**src/rtl/cache_pkg.sv**
```systemverilog
// Shared constants and state encoding for the cache line refill controller.
package cache_pkg;

  localparam int DEF_ADDR_WIDTH = 32;
  localparam int DEF_DATA_WIDTH = 32;
  localparam int DEF_BLOCK_SIZE = 16;

  localparam int WORDS         = DEF_BLOCK_SIZE * 8 / DEF_DATA_WIDTH;
  localparam int OFFSET_BITS   = $clog2(DEF_BLOCK_SIZE);
  localparam int WORD_SEL_BITS = $clog2(WORDS);

  typedef enum logic [1:0] {
    ST_IDLE = 2'd0,
    ST_REQ  = 2'd1,
    ST_FILL = 2'd2,
    ST_DONE = 2'd3
  } refill_state_t;

endpackage

```
**src/rtl/cache_refill_ctrl.sv**
```systemverilog
// Cache miss refill controller: issues one line read, collects WORDS beats,
// then presents the complete line plus the critical (missed) word for one cycle.
//
// state | meaning
// IDLE  | waiting for a miss, miss_ready high
// REQ   | line request held on the memory port until accepted
// FILL  | collecting beats into the line buffer
// DONE  | one-cycle fill_valid pulse, then back to IDLE
module cache_refill_ctrl
  import cache_pkg::*;
#(
  parameter int ADDR_WIDTH = DEF_ADDR_WIDTH,
  parameter int DATA_WIDTH = DEF_DATA_WIDTH,
  parameter int BLOCK_SIZE = DEF_BLOCK_SIZE
) (
  input  logic                    clk,
  input  logic                    rst,
  input  logic                    miss_valid,
  input  logic [ADDR_WIDTH-1:0]   miss_addr,
  output logic                    miss_ready,
  output logic                    mem_req_valid,
  output logic [ADDR_WIDTH-1:0]   mem_req_addr,
  input  logic                    mem_req_ready,
  input  logic                    mem_rsp_valid,
  input  logic [DATA_WIDTH-1:0]   mem_rsp_data,
  output logic                    fill_valid,
  output logic [ADDR_WIDTH-1:0]   fill_addr,
  output logic [BLOCK_SIZE*8-1:0] fill_data,
  output logic [DATA_WIDTH-1:0]   fill_crit,
  output logic                    busy
);

  localparam int N_WORDS   = BLOCK_SIZE * 8 / DATA_WIDTH;
  localparam int OFF_BITS  = $clog2(BLOCK_SIZE);
  localparam int BYTE_BITS = $clog2(DATA_WIDTH / 8);
  localparam int SEL_BITS  = $clog2(N_WORDS);

  refill_state_t         state;
  logic [SEL_BITS-1:0]   beat_cnt;
  logic [SEL_BITS-1:0]   word_off;
  logic [ADDR_WIDTH-1:0] line_addr;
  logic [DATA_WIDTH-1:0] line_buf [N_WORDS];

  always_ff @(posedge clk or posedge rst) begin
    if (rst) begin
      state     <= ST_IDLE;
      beat_cnt  <= '0;
      word_off  <= '0;
      line_addr <= '0;
      for (int k = 0; k < N_WORDS; k++) line_buf[k] <= '0;
    end else begin
      case (state)
        ST_IDLE: begin
          if (miss_valid) begin
            line_addr <= {miss_addr[ADDR_WIDTH-1:OFF_BITS], {OFF_BITS{1'b0}}};
            word_off  <= miss_addr[OFF_BITS-1:BYTE_BITS];
            state     <= ST_REQ;
          end
        end
        ST_REQ: begin
          if (mem_req_ready) begin
            beat_cnt <= '0;
            state    <= ST_FILL;
          end
        end
        ST_FILL: begin
          if (mem_rsp_valid) begin
            line_buf[beat_cnt] <= mem_rsp_data;
            beat_cnt           <= beat_cnt + 1'b1;
            // WORDS is a power of two, so the last beat is the all-ones count
            if (&beat_cnt) state <= ST_DONE;
          end
        end
        ST_DONE: state <= ST_IDLE;
        default: state <= ST_IDLE;
      endcase
    end
  end

  assign miss_ready    = (state == ST_IDLE);
  assign busy          = (state != ST_IDLE);
  assign mem_req_valid = (state == ST_REQ);
  assign mem_req_addr  = line_addr;
  assign fill_valid    = (state == ST_DONE);
  assign fill_addr     = line_addr;
  assign fill_crit     = line_buf[word_off];

  for (genvar k = 0; k < N_WORDS; k++) begin : g_fill_data
    assign fill_data[k*DATA_WIDTH +: DATA_WIDTH] = line_buf[k];
  end

  // Byte-within-word address bits have no meaning for a line refill.
  if (BYTE_BITS > 0) begin : g_unused_bytes
    logic unused_byte_bits;
    assign unused_byte_bits = ^miss_addr[BYTE_BITS-1:0];
  end

endmodule
```
**config.mk**
```make
export PLATFORM = sky130hd
export DESIGN_NAME = cache_refill_ctrl
export DESIGN_NICKNAME = d
export VERILOG_FILES = /design/src/rtl/cache_pkg.sv /design/src/rtl/cache_refill_ctrl.sv
export SDC_FILE = /design/constraint.sdc
export NUM_CORES = 1
export LEC_CHECK = 0
export CAP_MARGIN = 20
export CORE_UTILIZATION = 30
export DETAILED_ROUTE_END_ITERATION = 10
export PLACE_DENSITY = 0.72
export SETUP_SLACK_MARGIN = 0.1
export SKIP_LAST_GASP = 1
export SYNTH_ARGS = -nofsm -noshare
export SYNTH_HDL_FRONTEND = slang
export SYNTH_SLANG_ARGS = --single-unit
```
**constraint.sdc**
```tcl
create_clock -name clk -period 6.4 [get_ports clk]
set_clock_uncertainty 0.15 [all_clocks]
set_input_delay 1.6 -clock clk [delete_from_list [all_inputs] [get_ports clk]]
set_output_delay 1.6 -clock clk [all_outputs]
set_load 0.02 [all_outputs]
```
==> flow_summary.ini <==
[setup_path]
path_cells = buf_4 -> mux4_2 -> clkdlybuf4s50_1
arrival_ns = 2.73
crit_slowest_cell = dfrtp_2
timing.reg2reg.setup_slack_ns = 4.08
critPathKind = register to output pin
cp.required_ns = 4.65
worst-path-max-fanout = 22
rr_startpoint = state[0]$_DFFE_PP0P_
reg2reg_depth = 5
cp-start-kind = register
endpoint_kind = output pin
cp_slowest_stage_delay_ns = 0.65
rr_endpoint = fill_data[97]$_DFFE_PP0P_

[power_and_ir_drop]
power-per-cell-area_nw_per_um2 = 608
ir_drop_v = 0.000297
power_w = 0.00663
power_leakage_nw = 4.65

[worst_hold_path]
worstHoldStart = fill_data[81]$_DFFE_PP0P_
hp-class = register to register
hold_depth = 1
hold_end = fill_data[81]$_DFFE_PP0P_

[global_route]
grt_max_degree = 85
grt_antenna_before_repair = 0
grtUsageTotal_pct = 14.9
overflow = 0
grt_pass1_vias = 4806
grt_first_pass_wirelength_um = 27900

[cells_and_area]
final_area_sq_um = 10900
layout_common_cells = clkdlybuf4s50_1 (286), dfrtp_1 (160), mux2_2 (159)
drive_above_1_share_pct = 33.0
fin_nets = 787
fill_cells = 2120
antenna_cells = 0
area_growth_pct = 50.6
layout_commonest_cell = clkdlybuf4s50_1
layout.cells.non_filler = 1040

[placement]
place_hpwl_um = 12300
gp_congestion = 0.725
dp.cells = 1004
io_buffers = 286
placed_area_sq_um = 10200

[cts]
cts_hold_buf = 0
cts-resized-gates = 0
numClockSinks = 162
ctsLongestPathBuffers = 2
post-cts-setup-buffers = 0
clk_latency_ns = 0.42
htreeDepth = 4
cts_root_buf = clkbuf_16
cts_buffers = 17
clk_pin_slew_ns = 0.07
cts_tree = yes

[sta]
rsz0062_at_grt = false
maxSlewViolCount = 0
final_hold_viol_count = 0
min_period_ns = 4.48
fin_setup_tns_ns = 0
timing.final.crit_share_pct = 70.0
setup_viol = 0
slew_headroom_pct = 38.2
clock.fmax_mhz = 223
tightest_slew_ns = 0.927

[die]
fp.dieH_um = 157
coreArea_sq_um = 23500
dieWidth_um = 157
die_area_sq_um = 24700
initial_core_util_pct = 30.7
fp-row-count = 56
ios = 297

[synth]
avgSynthCellArea_sq_um = 16.1
synth-simple-area-share_pct = 0.744
ys_warn_count = 0
yosys.area_share.adder_pct = 1.73
synth_compound_area_share_pct = 0.709
synthXorXnorAreaFrac_pct = 0
mappedNetlistArea_sq_um = 7230
yosys_register_bits = 162
synth_top_family_by_area = multiplexers
synth_mux_area_share_pct = 34.8
ys_types = 20
ys_seq_area_share_pct = 56.0
syn-instance-count = 449

[detailed_routing]
vias = 4704
wl_um = 18000
final_antenna_net_count = 0
wire_per_inst_um = 17.3
dr.pass1.iters = 4
first_iter_violations = 148
vias_per_cell = 4.52
drc_errors = 0

[run_status]
status = complete, no violations

[job]
cap_violations = 0
==> synthesized netlist by cell type, drive strengths merged <==
cell type,count,area [sq um]
mux2i,1,10.0
inv,7,26.3
buf,59,395
o21bai,1,7.51
o22ai,1,6.26
clkbuf,1,3.75
nand3,4,20.0
mux2,159,1790
dfrtp,162,4050
ha,10,125
nand2,3,11.3
nand2b,2,12.5
o21ai,1,5.00
nor2,1,3.75
a221oi,1,15.0
a22o,2,17.5
mux4,32,721
conb,1,3.75
nor2b,1,6.26
==> cell families after synthesis <==
group / Yosys count
muxes: 192
other: 1
AOI/OAI and AO/OA: 6
buffers and inverters: 67
adders and majority gates: 10
and+or+nand+nor: 11
DFF: 162
==> sequential cells by signal (all words and copies together) (netlist names) <==
register,count
fill_data,128
fill_addr,28
beat_cnt,2
state,2
word_off,2
==> critical path, delay by kind of cell, from the launching register on <==
| kind | cells | cell delay, ns |
|---|---|---|
| DFF | 1 | 0.65 |
| buffers and inverters | 2 | 1.09 |
| muxes | 1 | 0.56 |
==> routing by layer <==
metal	part of all wire [%]	GRT usage, %
met3	7.0	4.74
met2	49	23.7
met5	0	0
met4	1.1	4.07
met1	43	19.4
==> cell type report <==
cell class / count / area (sq um) / share of cell area, %
clock buffer: 17 / 425 / 3.90
clock inverter: 15 / 175 / 1.61
inverter: 7 / 31.3 / 0.287
multi-input combinational: 227 / 2800 / 25.7
sequential: 162 / 4060 / 37.2
tap: 319 / 399 / 3.66
timing repair buffer: 293 / 3010 / 27.6
==> how the worst max path moves through the flow <==
stage	from	to	slack, ns	cells past startpoint
2_1_floorplan	rst	beat_cnt[0]$_DFFE_PP0P_	0.27	1
3_3_place_gp	word_off[0]$_DFFE_PP0P_	fill_crit[30]	2.28	3
3_5_place_dp	mem_rsp_valid	fill_data[66]$_DFFE_PP0P_	2.26	3
4_1_cts	word_off[0]$_DFFE_PP0P_	fill_crit[30]	1.82	3
5_1_grt	word_off[0]$_DFFE_PP0P_	fill_crit[30]	1.70	3
6_report	word_off[0]$_DFFE_PP0P_	fill_crit[30]	1.92	3
==> report_power, final <==
| group | switching [W] | internal (W) |
|---|---|---|
| Clock | 0.000455 | 0.000589 |
| Combinational | 0.00164 | 0.00200 |
| Sequential | 0.000443 | 0.00151 |
==> metrics by stage <==
step           hold slack [ns]  utilization (%)  setup slack, ns
2_1_floorplan            0.366                -            0.273
3_3_place_gp             0.360             43.3             2.28
3_5_place_dp             0.365             43.3             2.26
4_1_cts                  0.380             45.8             1.82
5_1_grt                  0.395             46.3             1.70
6_report                 0.376             46.3             1.92
Power figures use the tool's default switching activity.
